### config.mk
export PLATFORM = sky130hd
export DESIGN_NAME = spi_xfer_sequencer
export DESIGN_NICKNAME = d
export VERILOG_FILES = /design/src/rtl/spi_xfer_sequencer.sv
export SDC_FILE = /design/constraint.sdc
export NUM_CORES = 1
export LEC_CHECK = 0
export CORE_MARGIN = 3
export CORE_UTILIZATION = 39
export CTS_BUF_LIST = sky130_fd_sc_hd__clkbuf_16
export DETAILED_ROUTE_END_ITERATION = 8
export PLACE_DENSITY_LB_ADDON = 0.1
export SYNTH_ARGS = -nofsm -noshare
export SYNTH_HDL_FRONTEND = slang
export SYNTH_SLANG_ARGS = --single-unit
export TNS_END_PERCENT = 10
### constraint.sdc
create_clock -name clk_in -period 4.6 [get_ports clk_in]
set_input_delay 0.46 -clock clk_in [delete_from_list [all_inputs] [get_ports clk_in]]
set_output_delay 0.46 -clock clk_in [all_outputs]
set_load 0.005 [all_outputs]
### src/rtl/spi_xfer_sequencer.sv
// SPI transfer sequencer: drives a register-mapped SPI peripheral through
// divider setup, chip select, per-byte data write and status polling.
module spi_xfer_sequencer #(
    parameter int LEN_W = 4
) (
    input  logic             clk_in,
    input  logic             reset_n_in,
    input  logic             start_in,
    input  logic [LEN_W-1:0] len_in,
    input  logic [3:0]       div_in,
    input  logic             abort_in,
    input  logic [7:0]       tx_data_in,
    input  logic             tx_valid_in,
    output logic             tx_ready_out,
    output logic             busy_out,
    output logic             done_out,
    output logic             aborted_out,
    output logic [2:0]       periph_addr_out,
    output logic             periph_addr_valid_out,
    output logic             periph_write_en_out,
    output logic [7:0]       periph_data_out,
    input  logic [7:0]       periph_data_in,
    input  logic             periph_data_valid_in
);

    typedef enum logic [3:0] {
        S_IDLE,
        S_SET_DIV,
        S_CS_LOW,
        S_GET_BYTE,
        S_WR_DATA,
        S_POLL,
        S_POLL_WAIT,
        S_CS_HIGH,
        S_DONE
    } state_t;

    localparam logic [2:0] A_DIV  = 3'd4;
    localparam logic [2:0] A_CS   = 3'd5;
    localparam logic [2:0] A_STAT = 3'd6;
    localparam logic [2:0] A_DATA = 3'd7;

    state_t           r_state;
    logic [LEN_W-1:0] r_cnt;
    logic             r_abt;
    logic             r_busy;
    logic             r_done;
    logic             r_aborted;
    logic             r_tx_ready;
    logic             r_avalid;
    logic             r_we;
    logic [2:0]       r_addr;
    logic [7:0]       r_pdata;

    logic w_stat_busy;
    logic w_last;
    logic w_unused;

    assign w_stat_busy = periph_data_in[0];
    assign w_last      = (r_cnt == '0) || abort_in;
    assign w_unused    = ^periph_data_in[7:1];

    // Bus outputs are registered on the edge entering the access state,
    // so each strobe lines up with the one cycle spent in that state.
    always_ff @(posedge clk_in or negedge reset_n_in) begin
        if (!reset_n_in) begin
            r_state    <= S_IDLE;
            r_cnt      <= '0;
            r_abt      <= 1'b0;
            r_busy     <= 1'b0;
            r_done     <= 1'b0;
            r_aborted  <= 1'b0;
            r_tx_ready <= 1'b0;
            r_avalid   <= 1'b0;
            r_we       <= 1'b0;
            r_addr     <= '0;
            r_pdata    <= '0;
        end else begin
            r_avalid   <= 1'b0;
            r_we       <= 1'b0;
            r_addr     <= '0;
            r_pdata    <= '0;
            r_done     <= 1'b0;
            r_tx_ready <= 1'b0;
            unique case (r_state)
                S_IDLE: begin
                    if (start_in) begin
                        r_state   <= S_SET_DIV;
                        r_busy    <= 1'b1;
                        r_cnt     <= len_in;
                        r_abt     <= 1'b0;
                        r_aborted <= 1'b0;
                        r_avalid  <= 1'b1;
                        r_we      <= 1'b1;
                        r_addr    <= A_DIV;
                        r_pdata   <= {4'h0, div_in};
                    end
                end
                S_SET_DIV: begin
                    r_state  <= S_CS_LOW;
                    r_avalid <= 1'b1;
                    r_we     <= 1'b1;
                    r_addr   <= A_CS;
                    r_pdata  <= 8'h00;
                end
                S_CS_LOW: begin
                    r_state    <= S_GET_BYTE;
                    r_tx_ready <= 1'b1;
                end
                S_GET_BYTE: begin
                    if (tx_valid_in) begin
                        r_state  <= S_WR_DATA;
                        r_avalid <= 1'b1;
                        r_we     <= 1'b1;
                        r_addr   <= A_DATA;
                        r_pdata  <= tx_data_in;
                    end else begin
                        r_tx_ready <= 1'b1;
                    end
                end
                S_WR_DATA: begin
                    r_state  <= S_POLL;
                    r_avalid <= 1'b1;
                    r_addr   <= A_STAT;
                end
                S_POLL: begin
                    r_state <= S_POLL_WAIT;
                end
                S_POLL_WAIT: begin
                    if (periph_data_valid_in) begin
                        if (w_stat_busy) begin
                            r_state  <= S_POLL;
                            r_avalid <= 1'b1;
                            r_addr   <= A_STAT;
                        end else if (w_last) begin
                            r_state  <= S_CS_HIGH;
                            r_abt    <= abort_in && (r_cnt != '0);
                            r_avalid <= 1'b1;
                            r_we     <= 1'b1;
                            r_addr   <= A_CS;
                            r_pdata  <= 8'h01;
                        end else begin
                            r_state    <= S_GET_BYTE;
                            r_cnt      <= r_cnt - 1'b1;
                            r_tx_ready <= 1'b1;
                        end
                    end
                end
                S_CS_HIGH: begin
                    r_state   <= S_DONE;
                    r_done    <= 1'b1;
                    r_aborted <= r_abt;
                end
                S_DONE: begin
                    r_state <= S_IDLE;
                    r_busy  <= 1'b0;
                end
                default: begin
                    r_state <= S_IDLE;
                    r_busy  <= 1'b0;
                end
            endcase
        end
    end

    assign tx_ready_out          = r_tx_ready;
    assign busy_out              = r_busy;
    assign done_out              = r_done;
    assign aborted_out           = r_aborted;
    assign periph_addr_out       = r_addr;
    assign periph_addr_valid_out = r_avalid;
    assign periph_write_en_out   = r_we;
    assign periph_data_out       = r_pdata;

endmodule
==> metrics <==
number of flops mapped to enable cells by yosys 0; pre-CTS WS 2450 ps; synth warn 0; Starting Density 0.415; Tmin final 1890 ps; Avg Cell Area, Syn 10.3 um^2; fill count 304; cts repair resizes 0; Post-DP HPWL 2140 um; Max Transition Viols Final 0; Layout area overhead 38.7%; unrepaired setup endpoints after global routing no; Synth Instances 125; crit-path max cell delay 570 ps; Final nets 195; H-tree depth 1; count of input and output buffers 39; top post-synthesis cells by area dfrtp_1 (51%), nor2_1 (3.2%), nand2b_1 (2.4%), a32o_1 (2.3%), o21ai_0 (2.3%); data required time of the worst path 4730 ps; Slew @ Worst Pin 539 ps; first-pass GRT wire length 4990 um; Setup-failing EPs final 0; RR Endpoint r_cnt[2]; number of synthesized register bits 26; WP data arrival 2030 ps; WL/cell 13.8 um; Die Y-Extent 63.4 um; total nets after synthesis 156; Hold-fix buffers, CTS 0; GR Util All Layers 0.153; final hold violations 0; DRT iter0 DRCs 52; Longest Clk Path Bufs 2; CP max stage cell clkdlybuf4s50_1; Hold Path End aborted_out; CP max FO 5; initial antenna violation count 0; Crit Path Category in2reg; DIE AREA 4020 um^2; crit-path cells clkdlybuf4s50_1 > or3b_4 > a211oi_2 > o21ai_1 > o2bb2ai_1; Antenna Cells 0; MaxCap Viol Count 0; Post-DRT Antenna Nets 0; VDD IR max 0.247 mV; Min-Delay Path Class reg2reg; Slew HR 0.640; Worst Hold Depth 2; vias per inst 5.28; vias in the first global route 1100; Reg2Reg Setup Slack 2830 ps; crit path capture type flop; r2r startpoint r_state[2]; Root Driver clkbuf_16; P_leak 0.737 nW; Synth top area share 0.506; Initial DRT Pass Iterations 4; Critical Path Start Type primary input; CTS tree done; Tcrit/Tclk final 0.412; leading area contributor after synthesis dfrtp_1; total grt overflow 0; top-level port count 47; Post-CTS Repair Setup Buffers 0; vias 1093; DR DRC count 0; Max Freq 528 MHz; Post-synth ARST share 1.00; setup_tns 0 ps; clk_skew 3.16 ps; Num CTS Buffers 3; status finished, final reports clean; final WL 2860 um; Clock transition at path regs 60 ps; share of post-route cells with drive strength above 1 0.0613; Clk Latency, worst-skew pair 250 ps; largest net degree at the start of global routing 27; fin worst setup slack 2710 ps; post-synthesis sequential area ratio 0.506; fin util 0.575; reg2reg path depth 4; Top FF cell, synth dfrtp_1; Clock Sinks 26; core area 3100 um^2; PD cells 566 nW/um^2; Post-Syn Area 1290 um^2; row count 20; Die W 63.4 um; Netlist cell types 41; Final GP Congestion 0.832; hold_sp r_abt
-- registers in the layout, indices dropped and copies added, names as in the netlist, 3 cells and up --
register,cells
r_state,4
r_cnt,4
periph_data_out,8
periph_addr_out,3
-- critical path, delay by kind of cell --
family                 cells  cell delay (ps)
AO/OA/AOI/OAI              3              580
buffers and inverters      1              570
AND/OR/NAND/NOR            1              420
-- power breakdown --
| part | leakage, nW | total [mW] | switching, mW | internal [mW] |
|---|---|---|---|---|
| Clock | 0.0385 | 0.190 | 0.0735 | 0.116 |
| Combinational | 0.364 | 0.409 | 0.170 | 0.239 |
| Sequential | 0.335 | 0.410 | 0.0993 | 0.311 |
-- placed cells by master, fill, tap and decap left out, types with 2 or more instances in the layout --
cell and count:
nor3_1 2, a22oi_1 4, nor2_1 11, dfrtp_1 26, clkdlybuf4s50_1 39, a32o_1 3
nand2b_1 5, o2bb2ai_1 3, o22ai_1 2, clkbuf_16 3, mux2i_1 2, and2_1 4
nand2_1 8, o21ai_0 6, nor4bb_1 2, o21ai_1 2, buf_4 2, nand3_1 4
a31oi_1 2, inv_1 4, nor3b_1 4, a21oi_1 5, a22o_1 3
-- worst max path at each step --
stage,endpoint,start
floorplan,periph_addr_out[2],r_cnt[0]
global placement,r_cnt[1],start_in
detailed placement,r_cnt[1],start_in
CTS,r_cnt[1],start_in
global route,r_cnt[2],r_state[2]
finish,r_cnt[1],start_in
-- layout make-up --
cell class	count	area (um^2)	area share
Clock inverter	1	3.75	0.00210
Sequential cell	26	651	0.365
Inverter	4	15.0	0.00842
Clock buffer	3	75.1	0.0421
Multi-Input combinational cell	88	579	0.325
Timing Repair Buffer	41	405	0.227
Tap cell	44	55.1	0.0309
-- metrics by stage --
stage	cells	hold slack, ps	total power [mW]	cell area, um^2
after detailed placement	203	500	0.826	1710
after CTS	207	518	1.02	1780
after floorplan	125	164	0.669	1290
after global routing	207	558	1.09	1780
after global placement	203	495	0.815	1710
final	207	511	1.01	1780
-- cell usage after synthesis (2+ instances only) --
cell       number
nand2_1         8
nor3b_1         4
a32o_1          3
o2bb2ai_1       3
nand2b_1        5
a21oi_1         5
a22oi_1         4
o21ai_0         6
nor4bb_1        2
clkbuf_1        2
and2_1          4
inv_1           4
nor2_1         11
nand3_1         4
buf_2           2
dfrtp_1        26
mux2i_1         2
a31oi_1         2
a22o_1          3
o21ai_1         2
nor3_1          2
o22ai_1         2
-- layer usage --
layer,share of wire,wire length [um],vias to the layer above,track usage
li1,-,-,533,-
met3,0.075,214,2,0.0357
met4,0.0066,19,0,0.0404
met2,0.46,1330,38,0.253
met5,0,0,-,0
met1,0.46,1300,520,0.200
-- kinds of logic (layout without fill, tap and decap cells) --
| logic type | Yosys count | count (layout) | synth area share |
|---|---|---|---|
| flops | 26 | 26 | 0.506 |
| mux | 2 | 2 | 0.0156 |
| buf+inv | 11 | 49 | 0.0438 |
| simple gates | 49 | 49 | 0.218 |
| compound gates | 36 | 36 | 0.207 |
| fa+ha+maj | 1 | 1 | 0.00973 |
Power figures use the tool's default switching activity.
